### config.mk
export PLATFORM = sky130hd
export DESIGN_NAME = fetch_sequencer
export DESIGN_NICKNAME = d
export VERILOG_FILES = /design/src/rtl/fetch_sequencer.sv
export SDC_FILE = /design/constraint.sdc
export NUM_CORES = 1
export LEC_CHECK = 0
export BUFFER_PORTS_ARGS = -buffer_cell sky130_fd_sc_hd__buf_4
export CAP_MARGIN = 10
export CORE_ASPECT_RATIO = 1.2
export CORE_UTILIZATION = 50
export CTS_BUF_LIST = sky130_fd_sc_hd__clkbuf_4 sky130_fd_sc_hd__clkbuf_8 sky130_fd_sc_hd__clkbuf_16
export DETAILED_ROUTE_END_ITERATION = 6
export HOLD_SLACK_MARGIN = 0.02
export PLACE_DENSITY_LB_ADDON = 0.05
export SYNTH_ARGS = -nofsm -noshare
export SYNTH_HDL_FRONTEND = slang
export SYNTH_SLANG_ARGS = --single-unit
### constraint.sdc
create_clock -name CLK -period 3.5 [get_ports CLK]
set_input_delay 0.175 -clock CLK [delete_from_list [all_inputs] [get_ports CLK]]
set_output_delay 0.175 -clock CLK [all_outputs]
set_load 0.02 [all_outputs]
### src/rtl/fetch_sequencer.sv
// Instruction-cycle controller: drives the PC control bus and the fetch/execute handshakes.
// Optional fetch watchdog enabled by defining FETCH_TIMEOUT_EN.
module fetch_sequencer #(
  parameter int                SEL_W       = 4,
  parameter logic [SEL_W-1:0]  PC_SEL      = 'd1,   // LOAD_PC
  parameter logic [SEL_W-1:0]  NOP_SEL     = '0,
  parameter int                CNT_W       = 16,
  parameter int                TIMEOUT_CYC = 15
) (
  input  logic             CLK,
  input  logic             RST_N,
  input  logic             start,
  input  logic             mem_ack,
  input  logic             exec_done,
  input  logic             br_taken,
  input  logic             halt_req,
  output logic             LOAD_REG,
  output logic [SEL_W-1:0] LOAD_SELECT,
  output logic             INC_PC,
  output logic             mem_req,
  output logic             ir_load,
  output logic             exec_go,
  output logic             busy,
  output logic             halted,
  output logic             err,
  output logic [CNT_W-1:0] instr_cnt
);

  typedef enum logic [3:0] {
    S_IDLE, S_RESET_PC, S_FETCH_REQ, S_FETCH_WAIT, S_DECODE,
    S_EXECUTE, S_BRANCH, S_HALT
`ifdef FETCH_TIMEOUT_EN
    , S_ERR
`endif
  } state_t;

  state_t           state_q, state_d;
  logic             first_q;
  logic [CNT_W-1:0] cnt_q;
  logic             retire;
  logic             timeout;

`ifdef FETCH_TIMEOUT_EN
  localparam int WW = $clog2(TIMEOUT_CYC + 1);
  logic [WW-1:0] wcnt_q;

  // Counter sits at 0 outside FETCH_WAIT, so every FETCH_WAIT entry starts fresh.
  always_ff @(posedge CLK or negedge RST_N) begin
    if (!RST_N)                        wcnt_q <= '0;
    else if (state_q != S_FETCH_WAIT)  wcnt_q <= '0;
    else if (!mem_ack)                 wcnt_q <= wcnt_q + WW'(1);
  end

  assign timeout = (wcnt_q == WW'(TIMEOUT_CYC - 1));
  assign err     = (state_q == S_ERR);
`else
  assign timeout = 1'b0;
  assign err     = 1'b0;
`endif

  assign retire = (state_q == S_EXECUTE) && exec_done;

  always_ff @(posedge CLK or negedge RST_N) begin
    if (!RST_N) begin
      state_q <= S_IDLE;
      first_q <= 1'b0;
      cnt_q   <= '0;
    end else begin
      state_q <= state_d;
      // EXECUTE is only entered from DECODE, so this marks its first cycle.
      first_q <= (state_q == S_DECODE);
      if (retire) cnt_q <= cnt_q + CNT_W'(1);
    end
  end

  always_comb begin
    state_d     = state_q;
    LOAD_REG    = 1'b0;
    LOAD_SELECT = NOP_SEL;
    INC_PC      = 1'b0;
    mem_req     = 1'b0;
    ir_load     = 1'b0;
    exec_go     = 1'b0;
    case (state_q)
      S_IDLE:      if (start) state_d = S_RESET_PC;
      S_RESET_PC: begin
        LOAD_SELECT = PC_SEL;
        state_d     = S_FETCH_REQ;
      end
      S_FETCH_REQ: begin
        mem_req = 1'b1;
        state_d = S_FETCH_WAIT;
      end
      S_FETCH_WAIT: begin
        mem_req = 1'b1;
        if (mem_ack) begin
          ir_load = 1'b1;
          state_d = S_DECODE;
        end else if (timeout) begin
`ifdef FETCH_TIMEOUT_EN
          state_d = S_ERR;
`endif
        end
      end
      S_DECODE: begin
        LOAD_SELECT = PC_SEL;
        INC_PC      = 1'b1;
        state_d     = S_EXECUTE;
      end
      S_EXECUTE: begin
        exec_go = first_q;
        if (exec_done) begin
          if (halt_req)      state_d = S_HALT;
          else if (br_taken) state_d = S_BRANCH;
          else               state_d = S_FETCH_REQ;
        end
      end
      S_BRANCH: begin
        LOAD_SELECT = PC_SEL;
        LOAD_REG    = 1'b1;
        state_d     = S_FETCH_REQ;
      end
      S_HALT:      if (start) state_d = S_FETCH_REQ;
`ifdef FETCH_TIMEOUT_EN
      S_ERR:       state_d = S_ERR;
`endif
      default:     state_d = S_IDLE;
    endcase
  end

  assign busy      = (state_q != S_IDLE) && (state_q != S_HALT) && !err;
  assign halted    = (state_q == S_HALT);
  assign instr_cnt = cnt_q;

endmodule
==> flow_metrics.env <==
export IMPL_syn_inst=104
export IMPL_leakagePower_uw=0.000717
export IMPL_yosys_most_used_dff="dfrtp_1"
export IMPL_synth_top_cell_area_share_pct=45.5
export IMPL_crit_fanout=10
export IMPL_synth_avg_cell_area_sq_um=10.6
export IMPL_fin_nets=144
export IMPL_dp_hpwl_microns=1580
export IMPL_vias_per_cell=5.02
export IMPL_critPathKind="reg2out"
export IMPL_setup_violations=0
export IMPL_initial_core_util_pct=53.1
export IMPL_die_x_microns=44.8
export IMPL_synth_cell_type_count=34
export IMPL_drc=0
export IMPL_cts_tree="done"
export IMPL_seq_area_sq_um=500
export IMPL_layout_common_cells="buf_4 (30), dfrtp_1 (20), nand2_1 (11), xnor2_1 (9), nor2_1 (7)"
export IMPL_p_seq_share_pct=41.8
export IMPL_post_cts_resized=0
export IMPL_routed_wl_microns=2120
export IMPL_clockBufferDepth=2
export IMPL_period_minus_slack_ps=1690
export IMPL_drt_iter0_drc=12
export IMPL_wire_per_inst_microns=12.8
export IMPL_power_total_uw=765
export IMPL_required_ps=3320
export IMPL_drt_first_pass_iters=4
export IMPL_yosysTopAreaCell="dfrtp_1"
export IMPL_fin_crit_sh_pct=48.4
export IMPL_status="completed"
export IMPL_rsz0062_at_grt="no"
export IMPL_hold_viol_final=0
export IMPL_setup_tns_ps=0
export IMPL_min_path_type="in2reg"
export IMPL_final_area_sq_um=1380
export IMPL_syn_to_final_growth_pct=25.7
export IMPL_row_count=18
export IMPL_grt_max_degree=21
export IMPL_power_density_nw_per_um2=554
export IMPL_peakVddDrop_uv=393
export IMPL_drv_cap=0
export IMPL_die_area_sq_um=2390
export IMPL_ys_warn_count=0
export IMPL_ios=35
export IMPL_cts_hold_buf=1
export IMPL_multi_input_area_sq_um=549
export IMPL_switching_share_pct=36.0
export IMPL_netlist_area_sq_um=1100
export IMPL_p_int_uw=490
export IMPL_power_switching_uw=275
export IMPL_clock_skew_final_ps=7.00
export IMPL_pwr_share_clk_pct=24.3
export IMPL_cts_root_buf="clkbuf_4"
export IMPL_ctsHtreeMaxLevel=1
export IMPL_fmax_ghz=0.590
export IMPL_grt_usage_pct=20.1
export IMPL_grt_pass1_vias=792
export IMPL_synth_async_sr_flop_share_pct=100
export IMPL_clock_sinks=20
export IMPL_arrival_ps=1520
export IMPL_ant_nets=0
export IMPL_final_layout_size_suffix_gt1_share_pct=30.4
export IMPL_place_congestion=0.724
export IMPL_grt_first_pass_wirelength_microns=3480
export IMPL_insertedDiodeCount=0
export IMPL_synth_seq_cells=20
export IMPL_p_comb_share_pct=33.9
export IMPL_cts_buffers=3
export IMPL_ys_top_cells_by_area="dfrtp_1 (46%), xnor2_1 (7.2%), xor2_1 (4.8%)"
export IMPL_antenna_found_initial=0
export IMPL_ys_seq_area_share_pct=45.5
export IMPL_n_fill_cell=184
export IMPL_core_area_sq_um=2070
export IMPL_via_count=828
export IMPL_placed_cell_area_sq_um=1320
export IMPL_final_common_cell="buf_4"
export IMPL_clock_latency_ps=300
export IMPL_synth_edf_count=0
export IMPL_postCtsSetupBuffers=0
export IMPL_cts_clk_slew_worst_paths_ps=110
export IMPL_drv_slew=0
export IMPL_die_y_microns=53.4
export IMPL_critPathLaunchType="flop"
export IMPL_grt_overflow_total=0
export IMPL_cp_end_kind="output port"
export IMPL_port_buffers=30
==> power groups by stage <==
stage	registers [uW]	logic (uW)	clock network, uW
after global routing	327	281	198
after detailed placement	323	259	0
after CTS	320	263	189
final	320	260	186
after floorplan	296	203	0
after global placement	321	253	0
==> critical path, stage by stage, from the launching register on <==
cell and delay [ps]:
dfrtp_1 540, nor2b_1 320, and3_1 230, buf_4 150
==> layer usage <==
layer / wire [microns] / track usage (%) / share of wire [%] / vias to the layer above
li1: - / - / - / 409
met5: 0 / 0 / 0 / -
met2: 1150 / 36.0 / 54 / 24
met1: 871 / 23.6 / 41 / 393
met3: 81 / 3.07 / 3.8 / 2
met4: 15 / 7.58 / 0.71 / 0
==> sequential cells by signal, indices dropped and copies added, names as in the netlist <==
signal / count
state_q: 3
first_q: 1
instr_cnt: 16
==> cells by family (layout without fill, tap and decap cells) <==
group | count (synthesis) | after routing | synth area share, %
AO/OA/AOI/OAI | 8 | 8 | 4.78
XOR/XNOR | 15 | 15 | 11.9
adder cells (fa/ha/maj) | 1 | 1 | 1.14
buffers and inverters | 9 | 37 | 5.57
flip-flops | 20 | 20 | 45.5
multiplexers | 2 | 2 | 1.93
other | 1 | 4 | 0.341
AND/OR/NAND/NOR | 48 | 48 | 28.8
==> final cells by class <==
class	instances	area share, %
clock buffer	3	1.63
clock inverter	1	2.17
inverter	2	0.543
multi-input combinational	78	39.7
sequential	20	36.2
tap	30	2.71
timing repair buffer	31	17.0
==> synth_stat cells, drive strengths merged, types with 2 or more instances <==
cell type / instances
a21oi: 4
and2: 2
and2b: 2
and3: 4
buf: 7
dfrtp: 20
inv: 2
nand2: 11
nand2b: 2
nand3: 6
nand4: 3
nor2: 7
nor3: 2
nor4: 3
xnor2: 9
xor2: 6
==> metrics by stage <==
stage,utilization [%],hold slack [ps],cells,setup slack (ps)
floorplan,-,-121,107,2040
global placement,63.7,63.2,160,1980
detailed placement,63.7,67.2,160,1910
CTS,66.7,183,165,1810
global route,66.7,187,165,1680
finish,66.7,194,165,1810
==> final timing paths <==
path,start,endpoint,slack (ps),cells past startpoint
min reg2reg,instr_cnt[15],instr_cnt[15],490,1
max,state_q[1],ir_load,1810,3
min in group asynchronous,RST_N,instr_cnt[13],280,2
max in group asynchronous,RST_N,instr_cnt[3],3000,2
max reg2reg,state_q[0],instr_cnt[11],1900,4
min,start,state_q[0],190,3
Note: power is estimated with default switching activity, not from simulation.
